**src/rtl/rxsync_pkg.sv**
```systemverilog
// Shared types and constants for the access-code sync correlator.
// The state encoding is also used by the bench to read the debug state port.
package rxsync_pkg;

    localparam int SYNC_LEN = 64;
    localparam int ERR_W    = 7;
    localparam int WIN_W    = 16;

    typedef enum logic [1:0] {
        ST_IDLE   = 2'd0,
        ST_SEARCH = 2'd1,
        ST_FOUND  = 2'd2,
        ST_LOCKED = 2'd3
    } state_t;

endpackage

```
**src/rtl/rxsyncdet_popcount64.sv**
```systemverilog
// Combinational ones-counter over 64 bits, built as a balanced adder tree
// so the critical path is six adder levels rather than a 64-deep chain.
module popcount64 (
    input  logic [63:0] vec_i,
    output logic [6:0]  cnt_o
);

    logic [1:0] lvl1 [32];
    logic [2:0] lvl2 [16];
    logic [3:0] lvl3 [8];
    logic [4:0] lvl4 [4];
    logic [5:0] lvl5 [2];

    always_comb begin
        for (int i = 0; i < 32; i++) begin
            lvl1[i] = {1'b0, vec_i[2*i]} + {1'b0, vec_i[2*i+1]};
        end
        for (int i = 0; i < 16; i++) begin
            lvl2[i] = {1'b0, lvl1[2*i]} + {1'b0, lvl1[2*i+1]};
        end
        for (int i = 0; i < 8; i++) begin
            lvl3[i] = {1'b0, lvl2[2*i]} + {1'b0, lvl2[2*i+1]};
        end
        for (int i = 0; i < 4; i++) begin
            lvl4[i] = {1'b0, lvl3[2*i]} + {1'b0, lvl3[2*i+1]};
        end
        for (int i = 0; i < 2; i++) begin
            lvl5[i] = {1'b0, lvl4[2*i]} + {1'b0, lvl4[2*i+1]};
        end
        cnt_o = {1'b0, lvl5[0]} + {1'b0, lvl5[1]};
    end

endmodule

```
**src/rtl/rxsyncdet.sv**
```systemverilog
// Access-code correlator: slides the last 64 received bits against the sync
// word, flags the first position within tolerance, then marks the trailer start.
module rxsyncdet #(
    parameter int SYNC_LEN = 64
) (
    input  logic                       clk_6M,
    input  logic                       rstz,
    input  logic                       p_1us,
    input  logic                       rxbit,
    input  logic                       search_start_p,
    input  logic                       search_stop_p,
    input  logic [SYNC_LEN-1:0]        regi_syncword,
    input  logic [rxsync_pkg::ERR_W-1:0] regi_corr_thresh,
    input  logic [rxsync_pkg::WIN_W-1:0] regi_search_win,
    output logic                       rx_trailer_st_p,
    output logic                       sync_found,
    output logic                       timeout_p,
    output logic [rxsync_pkg::ERR_W-1:0] corr_errs,
    output logic                       searching,
    output logic [1:0]                 dbg_state
);

    import rxsync_pkg::*;

    localparam logic [ERR_W-1:0] FILL_FULL = ERR_W'(SYNC_LEN);

    state_t              state_q, state_d;
    logic [SYNC_LEN-1:0] shift_q, shift_d, shift_next;
    logic [ERR_W-1:0]    fill_q, fill_d, fill_next;
    logic [WIN_W-1:0]    win_q, win_d;
    logic [ERR_W-1:0]    corr_errs_q, corr_errs_d;
    logic [ERR_W-1:0]    errs;
    logic                match, timeout;

    // Correlate against the register value *including* the bit arriving now,
    // so the decision lands in the same cycle as the last sync bit.
    assign shift_next = {rxbit, shift_q[SYNC_LEN-1:1]};

    popcount64 u_popcount (
        .vec_i (shift_next ^ regi_syncword),
        .cnt_o (errs)
    );

    always_comb begin
        fill_next = (fill_q >= FILL_FULL) ? FILL_FULL : fill_q + 1'b1;
        match     = (state_q == ST_SEARCH) && p_1us &&
                    (fill_next == FILL_FULL) && (errs <= regi_corr_thresh);
        // A zero window never reaches 1, which is what makes 0 mean unlimited.
        timeout   = (state_q == ST_SEARCH) && p_1us &&
                    (win_q == WIN_W'(1)) && !match;
    end

    always_comb begin
        state_d     = state_q;
        shift_d     = shift_q;
        fill_d      = fill_q;
        win_d       = win_q;
        corr_errs_d = corr_errs_q;

        if (search_stop_p) begin
            state_d = ST_IDLE;
        end else if (search_start_p) begin
            state_d = ST_SEARCH;
            shift_d = '0;
            fill_d  = '0;
            win_d   = regi_search_win;
        end else begin
            case (state_q)
                ST_SEARCH: begin
                    if (p_1us) begin
                        shift_d = shift_next;
                        fill_d  = fill_next;
                        if (win_q != '0) begin
                            win_d = win_q - 1'b1;
                        end
                        if (match) begin
                            state_d     = ST_FOUND;
                            corr_errs_d = errs;
                        end else if (timeout) begin
                            state_d = ST_IDLE;
                        end
                    end
                end
                ST_FOUND: begin
                    if (p_1us) begin
                        state_d = ST_LOCKED;
                    end
                end
                default: ;
            endcase
        end
    end

    always_ff @(posedge clk_6M or negedge rstz) begin
        if (!rstz) begin
            state_q     <= ST_IDLE;
            shift_q     <= '0;
            fill_q      <= '0;
            win_q       <= '0;
            corr_errs_q <= '0;
        end else begin
            state_q     <= state_d;
            shift_q     <= shift_d;
            fill_q      <= fill_d;
            win_q       <= win_d;
            corr_errs_q <= corr_errs_d;
        end
    end

    assign rx_trailer_st_p = (state_q == ST_FOUND) && p_1us;
    assign timeout_p       = timeout;
    assign sync_found      = (state_q == ST_LOCKED);
    assign searching       = (state_q == ST_SEARCH);
    assign corr_errs       = corr_errs_q;
    assign dbg_state       = state_q;

endmodule

```
**config.mk**
```make
export PLATFORM = sky130hd
export DESIGN_NAME = rxsyncdet
export DESIGN_NICKNAME = d
export VERILOG_FILES = /design/src/rtl/rxsync_pkg.sv /design/src/rtl/rxsyncdet_popcount64.sv /design/src/rtl/rxsyncdet.sv
export SDC_FILE = /design/constraint.sdc
export NUM_CORES = 1
export LEC_CHECK = 0
export CAP_MARGIN = 20
export CORE_MARGIN = 5
export CORE_UTILIZATION = 55
export CTS_BUF_LIST = sky130_fd_sc_hd__clkbuf_16
export CTS_CLUSTER_SIZE = 40
export DETAILED_ROUTE_END_ITERATION = 12
export GPL_ROUTABILITY_DRIVEN = 1
export PLACE_DENSITY = 0.79
export SLEW_MARGIN = 20
export SYNTH_ARGS = -nofsm -noshare
export SYNTH_HDL_FRONTEND = slang
export SYNTH_SLANG_ARGS = --single-unit
```
**constraint.sdc**
```tcl
create_clock -name clk_6M -period 22.9 [get_ports clk_6M]
set_input_delay 6.87 -clock clk_6M [delete_from_list [all_inputs] [get_ports clk_6M]]
set_output_delay 6.87 -clock clk_6M [all_outputs]
set_load 0.02 [all_outputs]
```
==> metrics <==
status finished, final reports clean; hold worst-path end fill_q[2]; # rows 39; unrepaired setup endpoints after global routing false; io pins between 100 and 150; Die Width 118.7 um; commonest non-fill, non-tap cell in the layout clkdlybuf4s50_1; critical path peak fanout 3; Via density about 5.9; GR peak layer met2; largest net degree at the start of global routing just over 70; DIE HEIGHT around 120 um; DRT Pass-1 Iters 5; Fin. Hold Viols 0; Slew Limit Fails 0; Residual DRC 0; WL per Instance between 15 and 20 um; unique cell type count in the Yosys netlist 59; min Tclk post-route about 22 ns; vias in the first global route 5081; Worst-path clk slew roughly 0.070 ns; htree depth 3; first-pass GRT wire length 25670 um; Clk Latency, worst-skew pair between 0.3 and 0.4 ns; CTS sink cnt 95; DP Area 7650 um^2; final non-filler cell total 817; Crit Path Category primary input to output port; met2 Track Usage GR between 30% and 40%; count of flip-flops with a built-in enable after synthesis 0; mean cell area of the mapped netlist around 11 um^2; most frequent cells in the layout clkdlybuf4s50_1 (104), dfrtp_1 (95), a22o_1 (66); Max Cap Viol 0; Synth Register Bits 95; worst relative slew slack between 40% and 50%; via count ~4800; fin crit share 95.55%; Startpoint Class primary input; die area 14090 um^2; post-CTS setup buffer count 0; Nets 845; Primary FF master, synth dfrtp_1; Initial Utilization around 56%; HP Start fill_q[2]; Hold WS 0.5086 ns; Mapped Area about 6500 um^2; DRT antenna net count 0; R2R depth 25; FFs w/ async S/R, synth 100.0%; Hold Path Depth 1; CP arrival about 15 ns; placed cell count 801; Req. time, crit path roughly 16 ns; DPL Wire Length roughly 12000 um; RR Startpoint shift_q[14]; synthesis-to-layout area growth 22.55%; Seq/Total Area, Yosys a little over a third; CTS tree yes; FF-to-FF End corr_errs[5]; core area 11520 um^2; GRT Total Usage ~23%; YS warnings 0; layout cells sized above 1 under 10%; fill count around 880; routability-driven placement congestion ratio between 0.8 and 0.9; CTS Buf Count 9; initial antenna violation count 0; clock skew 0.009506 ns; Design Area, Final ~8000 um^2; total gr overflow 0; Hold-fix buffers, CTS 0; Detailed Route WL 15400 um; slew at the pin closest to its max-slew limit around 0.8 ns; # diodes 0; aggregate negative setup slack 0 ns; met1 usage about 31%; HP Class flop to flop; Iter 0 DRT Violations around 420; number of buffers added on ports ~110; f_max 45.70 MHz; Cells after Synth between 500 and 600; CP endpoint kind output port; # resized after CTS 0; setup violators final 0; M3 GR Usage about 5.4%; r2r setup slk around 15 ns; Max clock buf depth 2; root buf cell clkbuf_16; Synthesized Nets between 700 and 800
[area by class of cell]
class | count | area, um^2 | share of cell area [%]
Clock buffer | 9 | 225.2 | 2.828
Clock inverter | 7 | 88.84 | 1.115
Inverter | 63 | 236.5 | 2.969
Multi-Input combinational cell | 392 | 3786 | 47.54
Sequential cell | 95 | 2377 | 29.85
Tap cell | 143 | 178.9 | 2.247
Timing Repair Buffer | 108 | 1071 | 13.45
[per-stage QoR]
step           util, %  worst slack, ns
2_1_floorplan        -            2.405
3_5_place_dp     66.43            1.031
5_1_grt          69.15           0.6079
4_1_cts          69.15           0.9757
6_report         69.15            1.018
3_3_place_gp     66.43            1.176
[registers in the layout, summed over array words and instances (netlist names)]
signal / count
corr_errs: 7
dbg_state: 2
fill_q: 7
shift_q: 63
win_q: 16
[kinds of logic after synthesis]
| group | synth area share (%) |
|---|---|
| AOI/OAI and AO/OA | 15.85 |
| and+or+nand+nor | 9.588 |
| DFF | 36.58 |
| buffers and inverters | 5.391 |
| adders and majority gates | 22.22 |
| xor gates and xnor gates | 9.164 |
| muxes | 1.213 |
[synth_stat cells (3+ instances only)]
library cell,instances,share of area (%)
a21oi_1,11,0.85
dfrtp_1,95,37
inv_1,63,3.6
mux2_2,7,1.2
o32ai_1,3,0.40
clkbuf_1,17,0.98
a21o_1,4,0.46
or4_1,6,0.69
nand3_1,10,0.77
nor4_1,6,0.58
fa_1,54,17
nor3b_1,4,0.46
ha_1,29,5.6
nand2b_1,3,0.29
nor3_1,9,0.69
xnor2_1,31,4.2
or3_1,4,0.38
a211oi_1,3,0.35
nor2_1,23,1.3
a22o_1,66,8.9
and3_1,3,0.29
nand4_1,3,0.29
o21ai_0,13,1.0
xor2_1,37,5.0
nor3_2,5,0.77
and4_1,3,0.40
o22ai_1,3,0.29
nand2_1,15,0.87
[worst max-delay path by stage]
stage	slack, ns	to	depth (start not counted)	startpoint
3_5_place_dp	1.03	timeout_p	27	regi_syncword[11]
4_1_cts	0.98	timeout_p	27	regi_syncword[11]
5_1_grt	0.61	timeout_p	27	regi_syncword[11]
6_report	1.02	timeout_p	27	regi_syncword[11]
2_1_floorplan	2.40	timeout_p	26	regi_syncword[29]
3_3_place_gp	1.18	timeout_p	27	regi_syncword[11]
[per-layer routing]
metal  routed length, um  vias up
met5                   0        -
met4                 272        0
met3                 870       27
met2                7575      184
met1                6685     2382
li1                    -     2195
[worst max-delay path: stages]
cell and delay, ns:
clkdlybuf4s50_1 0.47, xor2_1 0.19, fa_1 0.57, inv_1 0.07, fa_1 0.50, inv_1 0.05
fa_1 0.47, fa_1 0.52, fa_1 0.53, fa_1 0.56, inv_1 0.06, fa_1 0.50
fa_1 0.55, inv_1 0.05, ha_1 0.22, fa_1 0.40, a21o_1 0.19, a21oi_1 0.22
o21bai_1 0.09, a21o_1 0.20, ha_1 0.31, nand4_1 0.10, or2_2 0.31, o21ai_0 0.13
nand2_1 0.13, and4_1 0.21, clkdlybuf4s50_1 0.54
Power is not shown: default switching activity piles up to over one toggle a cycle in this logic, so the estimate is an artifact.
